### config.mk
export PLATFORM = sky130hd
export DESIGN_NAME = card_hand_datapath
export DESIGN_NICKNAME = d
export VERILOG_FILES = /design/src/rtl/baccarat_pkg.sv /design/src/rtl/card_shoe.sv /design/src/rtl/card_hand_datapath.sv
export SDC_FILE = /design/constraint.sdc
export NUM_CORES = 1
export LEC_CHECK = 0
export CELL_PAD_IN_SITES_DETAIL_PLACEMENT = 0
export CELL_PAD_IN_SITES_GLOBAL_PLACEMENT = 2
export CORE_MARGIN = 1.5
export CORE_UTILIZATION = 34
export CTS_BUF_LIST = sky130_fd_sc_hd__clkbuf_4
export DETAILED_ROUTE_END_ITERATION = 10
export PLACE_DENSITY_LB_ADDON = 0.1
export SLEW_MARGIN = 5
export SYNTH_ARGS = -nofsm -noshare
export SYNTH_HDL_FRONTEND = slang
export SYNTH_SLANG_ARGS = --single-unit
### constraint.sdc
create_clock -name slow_clock -period 4.06 [get_ports slow_clock]
set_clock_uncertainty 0.05 [all_clocks]
set_input_delay 0.812 -clock slow_clock [delete_from_list [all_inputs] [get_ports slow_clock]]
set_output_delay 0.812 -clock slow_clock [all_outputs]
set_load 0.01 [all_outputs]
### src/rtl/baccarat_pkg.sv
// ---------------------------------------------------------------------------
// baccarat_pkg
//   Shared types, rank constants and scoring helpers for the baccarat
//   hand datapath.
//   - card_t      : 4-bit card rank, 0 = empty slot, 1 = A ... 13 = K
//   - card_value  : baccarat point value of a rank (0..9)
//   - score3      : hand score of three ranks, (sum of values) mod 10
// ---------------------------------------------------------------------------
package baccarat_pkg;

    typedef logic [3:0] card_t;

    localparam card_t RANK_EMPTY = 4'd0;
    localparam card_t RANK_ACE   = 4'd1;
    localparam card_t RANK_NINE  = 4'd9;
    localparam card_t RANK_KING  = 4'd13;

    localparam int NUM_SLOTS = 6;

    // Ace..9 count face value; 10 and court cards count zero; empty is zero.
    function automatic logic [3:0] card_value(input card_t c);
        return (c >= RANK_ACE && c <= RANK_NINE) ? c : 4'd0;
    endfunction

    // Sum fits in 5 bits (max 27), so two conditional subtractions replace
    // a general modulo.
    function automatic logic [3:0] score3(input card_t a, input card_t b, input card_t c);
        logic [4:0] sum;
        sum = {1'b0, card_value(a)} + {1'b0, card_value(b)} + {1'b0, card_value(c)};
        if (sum >= 5'd20)
            sum = sum - 5'd20;
        else if (sum >= 5'd10)
            sum = sum - 5'd10;
        return sum[3:0];
    endfunction

endpackage

### src/rtl/card_shoe.sv
// ---------------------------------------------------------------------------
// card_shoe
//   Card source for the hand datapath. Advances on every rising edge of
//   slow_clock while not in reset; the current card is always 1..13.
//   Build option SHOE_LFSR_EN:
//     defined   - 8-bit Galois LFSR (x^8 + x^6 + x^5 + x^4 + 1) seeded with
//                 SHOE_SEED; card = (lfsr mod 13) + 1
//     undefined - counter 1, 2, ..., 13, 1, ... starting at SHOE_START
// Ports
//   slow_clock  in   1  clock
//   resetb      in   1  asynchronous reset, active high
//   card        out  4  current shoe card
// ---------------------------------------------------------------------------
module card_shoe
    import baccarat_pkg::*;
#(
`ifdef SHOE_LFSR_EN
    parameter logic [7:0] SHOE_SEED  = 8'hA5
`else
    parameter card_t      SHOE_START = 4'd1
`endif
) (
    input  logic  slow_clock,
    input  logic  resetb,
    output card_t card
);

`ifdef SHOE_LFSR_EN
    logic [7:0] r_lfsr;
    logic [7:0] w_lfsr_next;

    // Right-shifting Galois form: feedback bit XORs mask 0xB8 (taps 8,6,5,4).
    assign w_lfsr_next = {1'b0, r_lfsr[7:1]} ^ (r_lfsr[0] ? 8'hB8 : 8'h00);

    // NOTE: sequential state uses non-blocking assignments so every register
    // samples pre-edge values, matching the hardware.
    always_ff @(posedge slow_clock or posedge resetb) begin
        if (resetb)
            r_lfsr <= SHOE_SEED;
        else
            r_lfsr <= w_lfsr_next;
    end

    assign card = 4'((r_lfsr % 8'd13) + 8'd1);
`else
    card_t r_card;

    // NOTE: sequential state uses non-blocking assignments so every register
    // samples pre-edge values, matching the hardware.
    always_ff @(posedge slow_clock or posedge resetb) begin
        if (resetb)
            r_card <= SHOE_START;
        else if (r_card == RANK_KING)
            r_card <= RANK_ACE;
        else
            r_card <= r_card + 4'd1;
    end

    assign card = r_card;
`endif

endmodule

### src/rtl/card_hand_datapath.sv
// ---------------------------------------------------------------------------
// card_hand_datapath
//   Holds the player and dealer hands for the baccarat deal controller.
//   A single load strobe into an empty slot captures the current shoe card;
//   simultaneous strobes or a strobe into a filled slot change nothing and
//   set the sticky proto_err flag. Card and score outputs are combinational
//   from the slot registers.
//   Build option SHOE_LFSR_EN selects the LFSR shoe (see card_shoe).
// Ports
//   slow_clock          in   1  clock
//   resetb              in   1  asynchronous reset, active high
//   load_pcard1..3      in   1  capture shoe card into player slot 1..3
//   load_dcard1..3      in   1  capture shoe card into dealer slot 1..3
//   pcard1..3           out  4  player ranks (0 = empty)
//   dcard1..3           out  4  dealer ranks (0 = empty)
//   pscore, dscore      out  4  hand scores 0..9
//   cards_dealt         out  3  filled slot count 0..6
//   proto_err           out  1  sticky protocol-violation flag
// ---------------------------------------------------------------------------
module card_hand_datapath
    import baccarat_pkg::*;
#(
`ifdef SHOE_LFSR_EN
    parameter logic [7:0] SHOE_SEED  = 8'hA5
`else
    parameter card_t      SHOE_START = 4'd1
`endif
) (
    input  logic       slow_clock,
    input  logic       resetb,
    input  logic       load_pcard1,
    input  logic       load_pcard2,
    input  logic       load_pcard3,
    input  logic       load_dcard1,
    input  logic       load_dcard2,
    input  logic       load_dcard3,
    output logic [3:0] pcard1,
    output logic [3:0] pcard2,
    output logic [3:0] pcard3,
    output logic [3:0] dcard1,
    output logic [3:0] dcard2,
    output logic [3:0] dcard3,
    output logic [3:0] pscore,
    output logic [3:0] dscore,
    output logic [2:0] cards_dealt,
    output logic       proto_err
);

    card_t                 w_shoe_card;
    logic [NUM_SLOTS-1:0]  w_load;
    logic                  w_one_hot;
    logic                  w_target_empty;
    logic                  w_legal;
    logic                  w_violation;

    card_t                 r_slot [NUM_SLOTS];
    logic [2:0]            r_cards_dealt;
    logic                  r_proto_err;

    card_shoe #(
`ifdef SHOE_LFSR_EN
        .SHOE_SEED  (SHOE_SEED)
`else
        .SHOE_START (SHOE_START)
`endif
    ) u_shoe (
        .slow_clock (slow_clock),
        .resetb     (resetb),
        .card       (w_shoe_card)
    );

    // Slot order: player 1..3 in bits 0..2, dealer 1..3 in bits 3..5.
    assign w_load = {load_dcard3, load_dcard2, load_dcard1,
                     load_pcard3, load_pcard2, load_pcard1};

    // Exactly one bit set: non-zero and clearing the lowest set bit leaves zero.
    assign w_one_hot = (w_load != '0) && ((w_load & (w_load - 6'd1)) == '0);

    // Only meaningful when w_one_hot holds: tells whether the addressed slot is empty.
    // NOTE: combinational outputs get a default before the loop so no latch is inferred.
    always_comb begin
        w_target_empty = 1'b0;
        for (int i = 0; i < NUM_SLOTS; i++) begin
            if (w_load[i] && r_slot[i] == RANK_EMPTY)
                w_target_empty = 1'b1;
        end
    end

    assign w_legal     = w_one_hot && w_target_empty;
    assign w_violation = (w_load != '0) && !w_legal;

    // NOTE: the slot array is reset because rank 0 is the "empty" marker the
    // overwrite check depends on.
    always_ff @(posedge slow_clock or posedge resetb) begin
        if (resetb) begin
            for (int i = 0; i < NUM_SLOTS; i++)
                r_slot[i] <= RANK_EMPTY;
            r_cards_dealt <= 3'd0;
            r_proto_err   <= 1'b0;
        end else begin
            if (w_legal) begin
                for (int i = 0; i < NUM_SLOTS; i++) begin
                    if (w_load[i])
                        r_slot[i] <= w_shoe_card;
                end
                r_cards_dealt <= r_cards_dealt + 3'd1;
            end
            if (w_violation)
                r_proto_err <= 1'b1;
        end
    end

    assign pcard1      = r_slot[0];
    assign pcard2      = r_slot[1];
    assign pcard3      = r_slot[2];
    assign dcard1      = r_slot[3];
    assign dcard2      = r_slot[4];
    assign dcard3      = r_slot[5];
    assign pscore      = score3(r_slot[0], r_slot[1], r_slot[2]);
    assign dscore      = score3(r_slot[3], r_slot[4], r_slot[5]);
    assign cards_dealt = r_cards_dealt;
    assign proto_err   = r_proto_err;

endmodule

After elaboration in Yosys (flattened, before gate mapping)
Cells that the tools add are included.
Word-level totals
  register bits: 32
  input bits: 8
  output and inout port bits: 36
Operators by class
  add/sub/neg operators: 11
  magnitude comparators: 16
  equality and inequality tests: 1
  muxes and demuxes: 17
  bitwise gates (word level): 1
  reduce and logical (&&, ||, !) cells: 30
Operators with widths (count)
  $mux 4: 11
  $ge 4x1->1 const B: 6
  $le 4x4->1 const B: 6
  $logic_not 4->1: 6
  $logic_and 1x1->1: 15
  $reduce_and 2->1: 6
  $add 4x4->5: 2
  $add 5x4->5: 2
  $ge 5x4->1 const B: 2
  $ge 5x5->1 const B: 2
  $sub 4x3->4 const B: 2
  $sub 4x4->4 const B: 2
  $and 6x6->6: 1
  $logic_not 6->1: 1
  $mux 1: 6
  $reduce_bool 6->1: 1
  $sub 6x1->6 const B: 1
  $add 4x1->4 const B: 1
  $eq 4x4->1 const B: 1
  $add 3x1->3 const B: 1
  $logic_not 1->1: 1

Longest topological paths before layout
  word-level depth: 11
  gate-level depth with buffers: 12
  mapped depth without buffers: 12

Modules after synthesis
A second synthesis with hierarchy kept.
Second synthesis, totals
  cells, all modules: 215
  area total of the unflattened synthesis: 2245.9 sq um
By module, submodules not included
  card_hand_datapath: instances 1, cells each 200, area each 2073.2 sq um
  card_shoe: instances 1, cells each 15, area each 172.7 sq um

Worst setup path before layout
Ideal clock, no wire load.
  path type: register -> output
  start point: reg r_slot, in the netlist pcard1[3]
  end point: out pscore[2]
  arrival: 2929 ps
  slack: 269 ps
  cell stages (with the launch flop): 13
  path through: dfrtp_1 o21ai_0 and2_1 fa_1 ha_1 fa_1 inv_1 ha_1 nand2b_1 a22oi_1 nor3_1 a211oi_1 a211o_1
Between the ends
  cells in the longest elaborated chain, start to end: 8
RTL lines
  from (decl): RTL line card_hand_datapath.sv:56  | card_t r_slot [NUM_SLOTS];
  from (signal, indexed assignment): RTL line card_hand_datapath.sv:104  | r_slot[i] <= w_shoe_card;
  $ge 4x1->1 / $le 4x4->1 (equally long branches): RTL line baccarat_pkg.sv:22  | return (c >= RANK_ACE && c <= RANK_NINE) ? c : 4'd0;
  $logic_and 1x1->1: RTL line baccarat_pkg.sv:22
  $mux 4 *: RTL line baccarat_pkg.sv:22
  $add 4x4->5 *: RTL line baccarat_pkg.sv:29  | sum = {1'b0, card_value(a)} + {1'b0, card_value(b)} + {1'b0, card_value(c)};
  $add 5x4->5 *: RTL line baccarat_pkg.sv:29
  $sub 4x4->4 / $ge 5x4->1 (equally long branches): RTL line baccarat_pkg.sv:33, baccarat_pkg.sv:32
  $mux 4: RTL line baccarat_pkg.sv:32  | else if (sum >= 5'd10)
  $mux 4 *: RTL line baccarat_pkg.sv:30  | if (sum >= 5'd20)
  to (decl): RTL line card_hand_datapath.sv:43  | output logic [3:0] pscore,
Mark *: on every way between the ends. The rest lies on a longest branch, timed or not.

Worst setup path in the final report
  start point: reg r_slot, in the netlist pcard3[1]
  end point: out pscore[2]
Between the ends
  cells in the longest elaborated chain, start to end: 7
RTL lines (RTL line)
  $ge 4x1->1 / $le 4x4->1 (equally long branches): baccarat_pkg.sv:22
  $logic_and 1x1->1: baccarat_pkg.sv:22
  $mux 4 *: baccarat_pkg.sv:22
  $add 5x4->5 *: baccarat_pkg.sv:29
  $sub 4x4->4 / $ge 5x4->1 (equally long branches): baccarat_pkg.sv:33, baccarat_pkg.sv:32
  $mux 4: baccarat_pkg.sv:32
  $mux 4 *: baccarat_pkg.sv:30
Marks and branches as above.

==> reports/results.txt <==
Clock Sinks: 32
FF-to-FF Start: dcard1[2]
Post-Synth XOR/XNOR Area: 3.45%
Max Root-Sink Buffers: 2
Post-synthesis cell type count: 44
ANT nets after route: 0
Synth warn: 0
Hold path startpoint: cards_dealt[2]
Post-synth EDFFs: 0
Asr flop ratio synth: 100%
RSZ-0062 raised after global routing: yes
Slew @ Worst Pin: 0.411 ns
Register area share after synthesis: 35.7%
Worst R2R Setup Slack: 2.04 ns
Via count: 2122
Commonest non-fill, non-tap cell in the layout: buf_4
Slowest stage cell on the critical path: fa_1
WS Path Type: flop to output pin
Top Ports: 44
First-pass GRT wire length: 9.99 mm
Reg area: 806 um2
Ys flop type: dfrtp_1
Core box area: 6390 um2
R2R cell count: 9
GR Util All Layers: 17.5%
Clock transition at path regs: 0.09 ns
Reg2reg end: pcard1[2]
Root Buffer: clkbuf_4
Compound-Gate Fraction of Synth Area: 20.0%
Cell family with most CP delay: adder cells
Placed Cells: 388
Final WL: 6.27 mm
Cts hold-fix bufs: 0
Fin area: 3760 um2
Worst-skew pair later-pin latency: 0.33 ns
Initial DRC Count: 24
Status: finished, final reports clean
HPWL Detailed: 4.30 mm
CP Capture Type: output pin
Grt total ovfl: 0
Placed cell areas: 3140 um2
Max-cap violations: 0
Fraction of the mapped netlist area in adder cells: 16.6%
Cell area after synthesis: 2250 um2
Yosys reg bits: 32
Largest family of logic cells by synthesized area: compound AO/OA/AOI/OAI gates
Largest net degree at the start of global routing: 33
Crit-path max cell delay: 0.52 ns
# diodes: 0
Worst path cell trace: nor2b_4 -> fa_1 -> ha_4 -> fa_2 -> nand2b_4 -> and2_4 -> ha_4 -> a21oi_4 -> nand2_2 -> and3_4 -> a211o_1 -> buf_2
Share of the synthesized area in the top cell type: 34.5%
Syn Area/Cell: 10.2 um2
DR pass1 iterations: 4
CTS tree: yes
Routed vias/inst: 5.00
Syn Nets: 252
CP dominant cell by count: ha_4
Tmin final: 4.05 ns
Vias in the first global route: 2197
Routed WL per cell: 14.8 um
Worst Hold Class: flop to flop
Initial antenna violation count: 0
Max Transition Viols Final: 0
Die Area: 7110 um2
Share of cells above drive strength 1: 45.5%
# H-tree levels: 2
Most frequent cells in the layout: buf_4, clkdlybuf4s50_1, dfrtp_1, a31o_1, nand2_1
Final setup vio count: 0
Simple-gate share of the synthesized area: 16.6%
Hold Fails Final Rpt: 0
Fin cells: 424
DRC: 0
Port Buffers: 43
Setup ws final: 0.00554 ns
Gpl congestion: 0.825
Synth top area cells: dfrtp_1, a31o_1, fa_1
Req. time, crit path: 3.20 ns
DIE WIDTH: 84.3 um
Gate Count Post-Synth: 221
Area growth, synth to finish: 67.3%
Crit path max fanout: 3
FMAX: 247 MHz
Fillers: 578
Starting Density: 35.2%
# nets final: 377
Row Count: 29
Mux cell area share after synthesis: 1.89%
Cts bufs inserted: 5
Hold path cells: 1
Multi-input logic area: 1640 um2
Hold endpoint: cards_dealt[2]
DP Worst Slack: -0.194 ns
Slew margin rel.: 72.6%
Critical path launch point type: flop
Crit share post-route: 99.9%
Bufs and invs on worst path: 1
Die H: 84.3 um
CP arrival: 3.19 ns
Synth area leader: dfrtp_1
-- cell type report --
| cell class | instances | share of cell area, % |
|---|---|---|
| Inverter | 11 | 1.16 |
| Sequential cell | 32 | 21.4 |
| Timing Repair Buffer | 131 | 29.4 |
| Tap cell | 77 | 2.56 |
| Clock inverter | 3 | 0.998 |
| Clock buffer | 5 | 0.998 |
| Multi-Input combinational cell | 165 | 43.5 |
-- sequential cells by signal, summed over array words and instances (netlist names) --
signal / cells
pcard1: 4
dcard2: 4
cards_dealt: 3
pcard2: 4
pcard3: 4
proto_err: 1
u_shoe.card: 4
dcard1: 4
dcard3: 4
-- Yosys cell counts, types with 2 or more instances --
| master | instances |
|---|---|
| inv_1 | 11 |
| fa_1 | 10 |
| clkbuf_1 | 4 |
| o211ai_1 | 3 |
| and2_1 | 7 |
| nand2b_1 | 8 |
| dfrtp_1 | 31 |
| nor2_1 | 4 |
| a31o_1 | 24 |
| o21ai_0 | 13 |
| xor2_1 | 3 |
| a211oi_1 | 3 |
| xnor2_1 | 4 |
| mux2i_1 | 2 |
| nand2_1 | 17 |
| nor2b_1 | 12 |
| nor4_1 | 6 |
| buf_1 | 2 |
| nor3b_1 | 6 |
| ha_1 | 13 |
| a21oi_1 | 7 |
| buf_6 | 3 |
| nor3_1 | 3 |
| a21o_1 | 3 |
| buf_2 | 3 |
-- worst max-delay path by stage --
stage	endpoint	start	depth (start not counted)	slack (ns)
after floorplan	pscore[2]	pcard1[3]	12	0.27
after global placement	dscore[1]	dcard1[2]	13	-0.20
after detailed placement	dscore[1]	dcard1[2]	13	-0.19
after CTS	dscore[2]	dcard1[3]	13	-0.05
after global routing	dscore[2]	dcard1[2]	11	-0.10
final	pscore[2]	pcard3[1]	12	0.006
-- cell families after synthesis --
logic type / Yosys count
compound gates: 62
xor+xnor: 8
fa+ha+maj: 24
buf+inv: 24
flops: 32
mux: 4
simple gates: 67
-- routing by layer --
layer	vias up	GRT usage [%]	routed length [um]
met5	-	0	0
met4	0	4.47	75
li1	1039	-	-
met1	1044	21.1	2750
met3	8	2.75	150
met2	31	32.4	3290
-- repair_timing --
| item | CTS | global route |
|---|---|---|
| resized for setup | 57 | 52 |
| pin swaps | 26 | 23 |
| setup buffers | 24 | 7 |
| endpoints found under the setup margin | 6 | 6 |
| endpoints found under the hold margin | 0 | 0 |
-- through the flow --
stage,hold WS [ns],util [%],TNS (ns)
after detailed placement,0.419,49.2,-0.893
after global placement,0.412,49.2,-0.796
after floorplan,0.458,-,0
after CTS,0.439,54.9,-0.0850
final,0.432,58.9,0
after global routing,0.452,58.9,-0.318
Power is not shown: default switching activity piles up to over one toggle a cycle in this logic, so the estimate is an artifact.
